[config.mk]
export PLATFORM = sky130hd
export DESIGN_NAME = alu_mul_seq
export DESIGN_NICKNAME = d
export VERILOG_FILES = /design/src/rtl/alu_mul_seq.sv
export SDC_FILE = /design/constraint.sdc
export NUM_CORES = 1
export LEC_CHECK = 0
export ABC_AREA = 1
export BUFFER_PORTS_ARGS = -buffer_cell sky130_fd_sc_hd__buf_2
export CAP_MARGIN = 40
export CORE_AREA = 2 2 70 72
export DETAILED_ROUTE_END_ITERATION = 6
export DIE_AREA = 0 0 72 74
export GPL_TIMING_DRIVEN = 0
export PLACE_DENSITY = 0.74
export SYNTH_ARGS = -nofsm -noshare
export SYNTH_HDL_FRONTEND = slang
export SYNTH_SLANG_ARGS = --single-unit
[constraint.sdc]
create_clock -name clk -period 1.2 [get_ports clk]
set_input_delay 0.24 -clock clk [delete_from_list [all_inputs] [get_ports clk]]
set_output_delay 0.24 -clock clk [all_outputs]
set_load 0.02 [all_outputs]
[src/rtl/alu_mul_seq.sv]
// rtl/alu_mul_seq.sv - shift-add 8-bit multiplier sequencer driving the shared combinational ALU
module alu_mul_seq #(
  parameter bit EARLY_EXIT = 1'b1
) (
  input  logic       clk,
  input  logic       rst,
  input  logic       start,
  input  logic [7:0] op_a,
  input  logic [7:0] op_b,
  output logic       busy,
  output logic       done,
  output logic [7:0] result,
  output logic [3:0] alu_sel,
  output logic [7:0] alu_a,
  output logic [7:0] alu_b,
  input  logic [7:0] alu_c,
  input  logic       alu_cmp
);

  localparam logic [3:0] SEL_ADD  = 4'd5;
  localparam logic [3:0] SEL_SHL  = 4'd7;
  localparam logic [3:0] SEL_SHR  = 4'd8;
  localparam logic [3:0] SEL_ZERO = 4'd10;

  typedef enum logic [2:0] {
    S_IDLE,
    S_TEST,
    S_ADD,
    S_SHL,
    S_SHR,
    S_DONE
  } state_t;

  state_t     state_q;
  state_t     state_d;
  logic [7:0] acc;
  logic [7:0] mcand;
  logic [7:0] mplier;
  logic [3:0] cnt;
  logic       exit_now;

  // Early exit trusts the ALU zero flag; otherwise a fixed 8-iteration count.
  assign exit_now = (EARLY_EXIT != 1'b0) ? alu_cmp : (cnt == 4'd8);

  always_comb begin
    state_d = state_q;
    alu_sel = 4'd0;
    alu_a   = 8'd0;
    alu_b   = 8'd0;
    case (state_q)
      S_IDLE: begin
        if (start) state_d = S_TEST;
      end
      S_TEST: begin
        alu_sel = SEL_ZERO;
        alu_a   = mplier;
        if (exit_now)       state_d = S_DONE;
        else if (mplier[0]) state_d = S_ADD;
        else                state_d = S_SHL;
      end
      S_ADD: begin
        alu_sel = SEL_ADD;
        alu_a   = acc;
        alu_b   = mcand;
        state_d = S_SHL;
      end
      S_SHL: begin
        alu_sel = SEL_SHL;
        alu_a   = mcand;
        alu_b   = 8'd1;
        state_d = S_SHR;
      end
      S_SHR: begin
        alu_sel = SEL_SHR;
        alu_a   = mplier;
        alu_b   = 8'd1;
        state_d = S_TEST;
      end
      S_DONE: begin
        state_d = S_IDLE;
      end
      default: state_d = S_IDLE;
    endcase
  end

  always_ff @(posedge clk or posedge rst) begin
    if (rst) begin
      state_q <= S_IDLE;
      busy    <= 1'b0;
      done    <= 1'b0;
      result  <= 8'd0;
      acc     <= 8'd0;
      mcand   <= 8'd0;
      mplier  <= 8'd0;
      cnt     <= 4'd0;
    end else begin
      state_q <= state_d;
      // Flags follow the next state so they line up with the state they describe.
      busy    <= (state_d != S_IDLE);
      done    <= (state_d == S_DONE);
      case (state_q)
        S_IDLE: begin
          if (start) begin
            acc    <= 8'd0;
            mcand  <= op_a;
            mplier <= op_b;
            cnt    <= 4'd0;
          end
        end
        S_TEST: begin
          if (exit_now) result <= acc;
        end
        S_ADD: acc   <= alu_c;
        S_SHL: mcand <= alu_c;
        S_SHR: begin
          mplier <= alu_c;
          cnt    <= cnt + 4'd1;
        end
        default: ;
      endcase
    end
  end

endmodule

# Yosys cells after proc, flatten, opt, wreduce, memory -nomap -nowiden
# Cells that the tools add are included.
dict set report totals {
  regBits 37
  latchBits 0
  mem_bits_rw 0
  rom_bits 0
  inputBits 28
  output_inout_bits 30
  elab_cells 37
  memories 0
}
dict set report classes {
  add_sub_neg 0
  mul 0
  n_div 0
  magnitude_cmp 0
  n_eq_ne 6
  shift 0
  n_mux 13
  bitwise_logic 0
  reduce_logical 11
}
# cell n
set ops {}
lappend ops {{one-hot mux 8 bit (2 select lines)} 4}
lappend ops {{two-way mux 8 bit} 3}
lappend ops {{one-hot mux 8 bit (3 select lines)} 1}
lappend ops {{one-hot mux 4 bit (4 select lines)} 1}
lappend ops {{one-hot mux 3 bit (5 select lines)} 1}
lappend ops {{AND reduction 2 bit} 4}
lappend ops {{== test 3 x 2 -> 1 bit, second input constant} 2}
lappend ops {{== test 3 bit, second input constant} 2}
lappend ops {{two-way mux 3 bit} 2}
lappend ops {{nonzero test 2 bit} 3}
lappend ops {{OR reduction 2 bit} 2}
lappend ops {{== test 3 x 1 -> 1 bit, second input constant} 1}
lappend ops {{zero test 3 bit} 1}
lappend ops {{nonzero test 3 bit} 1}
lappend ops {{!= test 2 bit, second input constant} 1}
lappend ops {{two-way mux 1 bit} 1}

# Depth between registers and ports, before layout
dict set report logic_depth {
  depth_word 4
  depth_mapped 7
  mapped_depth_nobuf 6
}

# Worst setup path after synthesis
# OpenSTA, ideal clock, no wires.
dict set report synth_path {
  path_kind {register -> output}
  start {register state_q[2]}
  end {output port alu_b[0]}
  t_arrival_ns 1.309
  required_time_ns 0.960
  setup_slack_ns -0.349
  stages_incl_launch_ff 5
  n_path_buf 1
  path_cell_list {dfrtp_1 -> buf_4 -> nor2_1 -> o21ai_0 -> nand2_1}
}
dict set report synth_via {
  elab_chain_cells 3
  elab_cells_between_ends 5
  cone_classes {eq/ne (3); mux (1); reduce/logical (1)}
}
# item line
set synth_lines {}
lappend synth_lines {{start: declaration} 34} ;# state_t state_q;
lappend synth_lines {{start signal: assignment} 97} ;# state_q <= state_d;
lappend synth_lines {{== test 3 bit or == test 3 x 2 -> 1 bit (tied branches)} 50} ;# case (state_q)
lappend synth_lines {{OR reduction 2 bit (no source line)} --}
lappend synth_lines {{one-hot mux 8 bit (2 select lines) *} 50}
lappend synth_lines {{end: declaration} 15} ;# output logic [7:0] alu_b,
# Every way passes the cells marked *; elsewhere a longest branch is shown, timed or not.

# Final worst setup path
dict set report layout_path {
  start {register state_q[0]}
  end {output port alu_a[2]}
}
dict set report layout_via {
  elab_chain_cells 3
  elab_cells_between_ends 6
  cone_classes {eq/ne (4); mux (1); reduce/logical (1)}
}
# item line
set layout_lines {}
lappend layout_lines {{== test 3 x 1 -> 1 bit or == test 3 bit (tied branches)} 50}
lappend layout_lines {{OR reduction 2 bit (no source line)} --}
lappend layout_lines {{one-hot mux 8 bit (3 select lines) *} 50}
lappend layout_lines {{end: declaration} 14} ;# output logic [7:0] alu_a,
# Marks and branches as above.

==> results_dict.tcl <==
set metrics [dict create \
    avgRoutedWirePerCell_um 14.4 \
    first_iter_violations 162 \
    post-route-period-util 1.45 \
    critPathLaunchType "flop" \
    finalHoldViolCount 0 \
    yosysUniqueCellTypes 17 \
    p_per_area_nw_per_um2 2720 \
    cts_made_buffers 5 \
    clk_latency_ps 280 \
    syn_inst 295 \
    syn_area_per_cell_um2 7.03 \
    grt_usage 0.219 \
    antenna_found_initial 0 \
    antenna_cells 0 \
    rsz0062_at_grt "yes" \
    tightest_slew_ps 805 \
    fin_nets 408 \
    drc 0 \
    cts_sinks 37 \
    placedCellCount 406 \
    violations "setup timing" \
    worst_slack_ps -537 \
    total_power_mw 8.56 \
    die-area_um2 5330 \
    area_growth_pct 51.8 \
    skew_ps 4.04 \
    holdBufCountCts 0 \
    fp.coreArea_um2 4600 \
    place.gp.congestion 0.870 \
    report.final.slew_viol_count 0 \
    netlist_top_cells_area "dfrtp_1 45%, nand2_1 21%, nand3_1 8.0%" \
    required_ps 960 \
    synth-edff-count 0 \
    fmax_mhz 576 \
    io_pins 58 \
    drive_gt1_frac 0.433 \
    outcome "complete, but fails checks" \
    endpoint_kind "output port" \
    final_cells 435 \
    path_class "flop to output port" \
    fin_util 0.685 \
    yosysSeqAreaShare 0.447 \
    clk_pin_slew_worst_paths_ps 70 \
    hp-class "input pin to async pin" \
    crit_chain "nand3_4, buf_12, nor2_2, nor2_1, nand2_2, buf_6" \
    arrival_ps 1500 \
    tritoncts "yes" \
    ant_nets 0 \
    hold_ws_ps 108 \
    synth_seq_cells 37 \
    setup_violations 53 \
    maxCapViolCount 0 \
    grt_pass1_wl_um 8870 \
    clock_path_buffers 2 \
    yosysTopAreaCellShare 0.447 \
    avgViaCountPerCell 5.13 \
    cts_max_level 2 \
    fp.dieH_um 74 \
    slew_headroom 0.463 \
    syn_area_um2 2070 \
    layout_min_cycle_time_ps 1740 \
    cts_root_buffer "clkbuf_8" \
    vias 2230 \
    ys_top_cells_by_count "118 x nand2_1, 37 x dfrtp_1, 37 x inv_1, 33 x nand3_1, 32 x nor2_1" \
    p_leak_nw 1.70 \
    async_flop_share 1.00 \
    grt_pass1_vias 1921 \
    ir_drop_v 0.00198 \
    drt_wl_total_um 6270 \
    dp_hpwl_um 4030 \
    synthFlopType "dfrtp_1" \
    yosysTopAreaCell "dfrtp_1" \
    grt_max_degree 38 \
    synth_fp_nets 323 \
    gr-total-overflow 0 \
    portBuffers 57 \
    synth_most_common_cell "nand2_1" \
    critPathSlowestCell "dfrtp_2" \
    synth_warnings 0 \
    start_util 0.451 \
    cp_max_fo 8 \
    die_x_um 72 \
    slowest_delay_ps 480 \
    rows 25 \
    first_pass_iters 4 \
]
-- power breakdown --
group / total (mW) / switching, mW / internal, mW
Clock: 1.11 / 0.434 / 0.678
Sequential: 2.31 / 0.449 / 1.86
Combinational: 5.13 / 3.06 / 2.07
Total: 8.56 / 3.95 / 4.61
-- placed cells by master, fill, tap and decap left out --
| cell type | n |
|---|---|
| dfrtp_2 | 3 |
| nor2_4 | 25 |
| inv_2 | 2 |
| buf_4 | 15 |
| clkbuf_1 | 1 |
| nand3_2 | 1 |
| clkinvlp_4 | 1 |
| nand2_8 | 2 |
| nand2_1 | 100 |
| nand3_4 | 2 |
| buf_6 | 24 |
| buf_2 | 47 |
| dfrtp_1 | 34 |
| nand3_1 | 33 |
| nor2_1 | 2 |
| inv_1 | 34 |
| o21ai_1 | 1 |
| o21ai_4 | 1 |
| o21ai_0 | 2 |
| nand2_2 | 16 |
| inv_4 | 2 |
| nand4_1 | 9 |
| clkbuf_8 | 6 |
| bufinv_16 | 1 |
| nand2_4 | 5 |
| nor2_2 | 10 |
| buf_12 | 2 |
-- logic make-up (layout without fill, tap and decap cells) --
group           count (synthesis)  count (layout)  share of synthesized area
flops                          37              37                      0.447
simple gates                  203             205                      0.424
buf+inv                        51             135                      0.118
compound gates                  4               4                     0.0115
-- metal layers --
metal  vias to the layer above  part of all wire  GRT usage
met3                        15             0.074     0.0285
met1                      1047              0.41      0.299
met2                        93              0.50      0.365
met4                         0             0.022     0.0713
met5                         -                 0          0
li1                       1075                 -          -
-- final timing paths --
check                                 startpoint               endpoint  slack [ps]  cells after the start
setup / recovery            state_q[0]$_DFF_PP0_               alu_a[2]        -540                      6
hold / removal                               rst         done$_DFF_PP0_         110                      2
setup reg to reg            state_q[0]$_DFF_PP0_  mplier[5]$_DFFE_PP0P_        -190                      7
hold reg to reg            result[2]$_DFFE_PP0P_  result[2]$_DFFE_PP0P_         470                      2
max in group asynchronous                    rst   state_q[0]$_DFF_PP0_         530                      2
min in group clk                        alu_c[6]     acc[6]$_DFFE_PP0P_         220                      3
-- state kept, by name (all words and copies together), names as in the netlist --
signal and cells:
state_q 3, result 8, mcand 8, mplier 8, busy 1, done 1, acc 8
-- cell type report --
type,count,area [µm²]
plain buffers,12,126
clock buffers,7,86.3
clock inverters,1,30.0
fillers,371,1450
inverters,39,155
multi-input cells,209,1220
flip-flops and latches,37,930
well taps,54,67.6
repair buffers,76,532
-- what timing repair did --
item,in CTS,in global routing
cloned,0,3
hold endpoints to repair,0,0
setup endpoints to repair,56,56
pin swaps,4,8
gates resized for setup,52,39
buffers inserted,10,8
-- critical path, delay by kind of cell, from the launching register on --
kind / cells / cell delay (ps)
flops: 1 / 480
simple gates: 4 / 440
buf+inv: 2 / 290
-- metrics by stage --
step | setup WS, ps | instance area, µm² | setup TNS [ps]
finish | -537 | 3150 | -12600
detailed placement | -377 | 2550 | -7360
floorplan | -134 | 2200 | -1560
global route | -585 | 3150 | -16160
CTS | -514 | 2900 | -11740
global placement | -494 | 2550 | -21090
No activity file was read; power rests on OpenSTA's default activity.
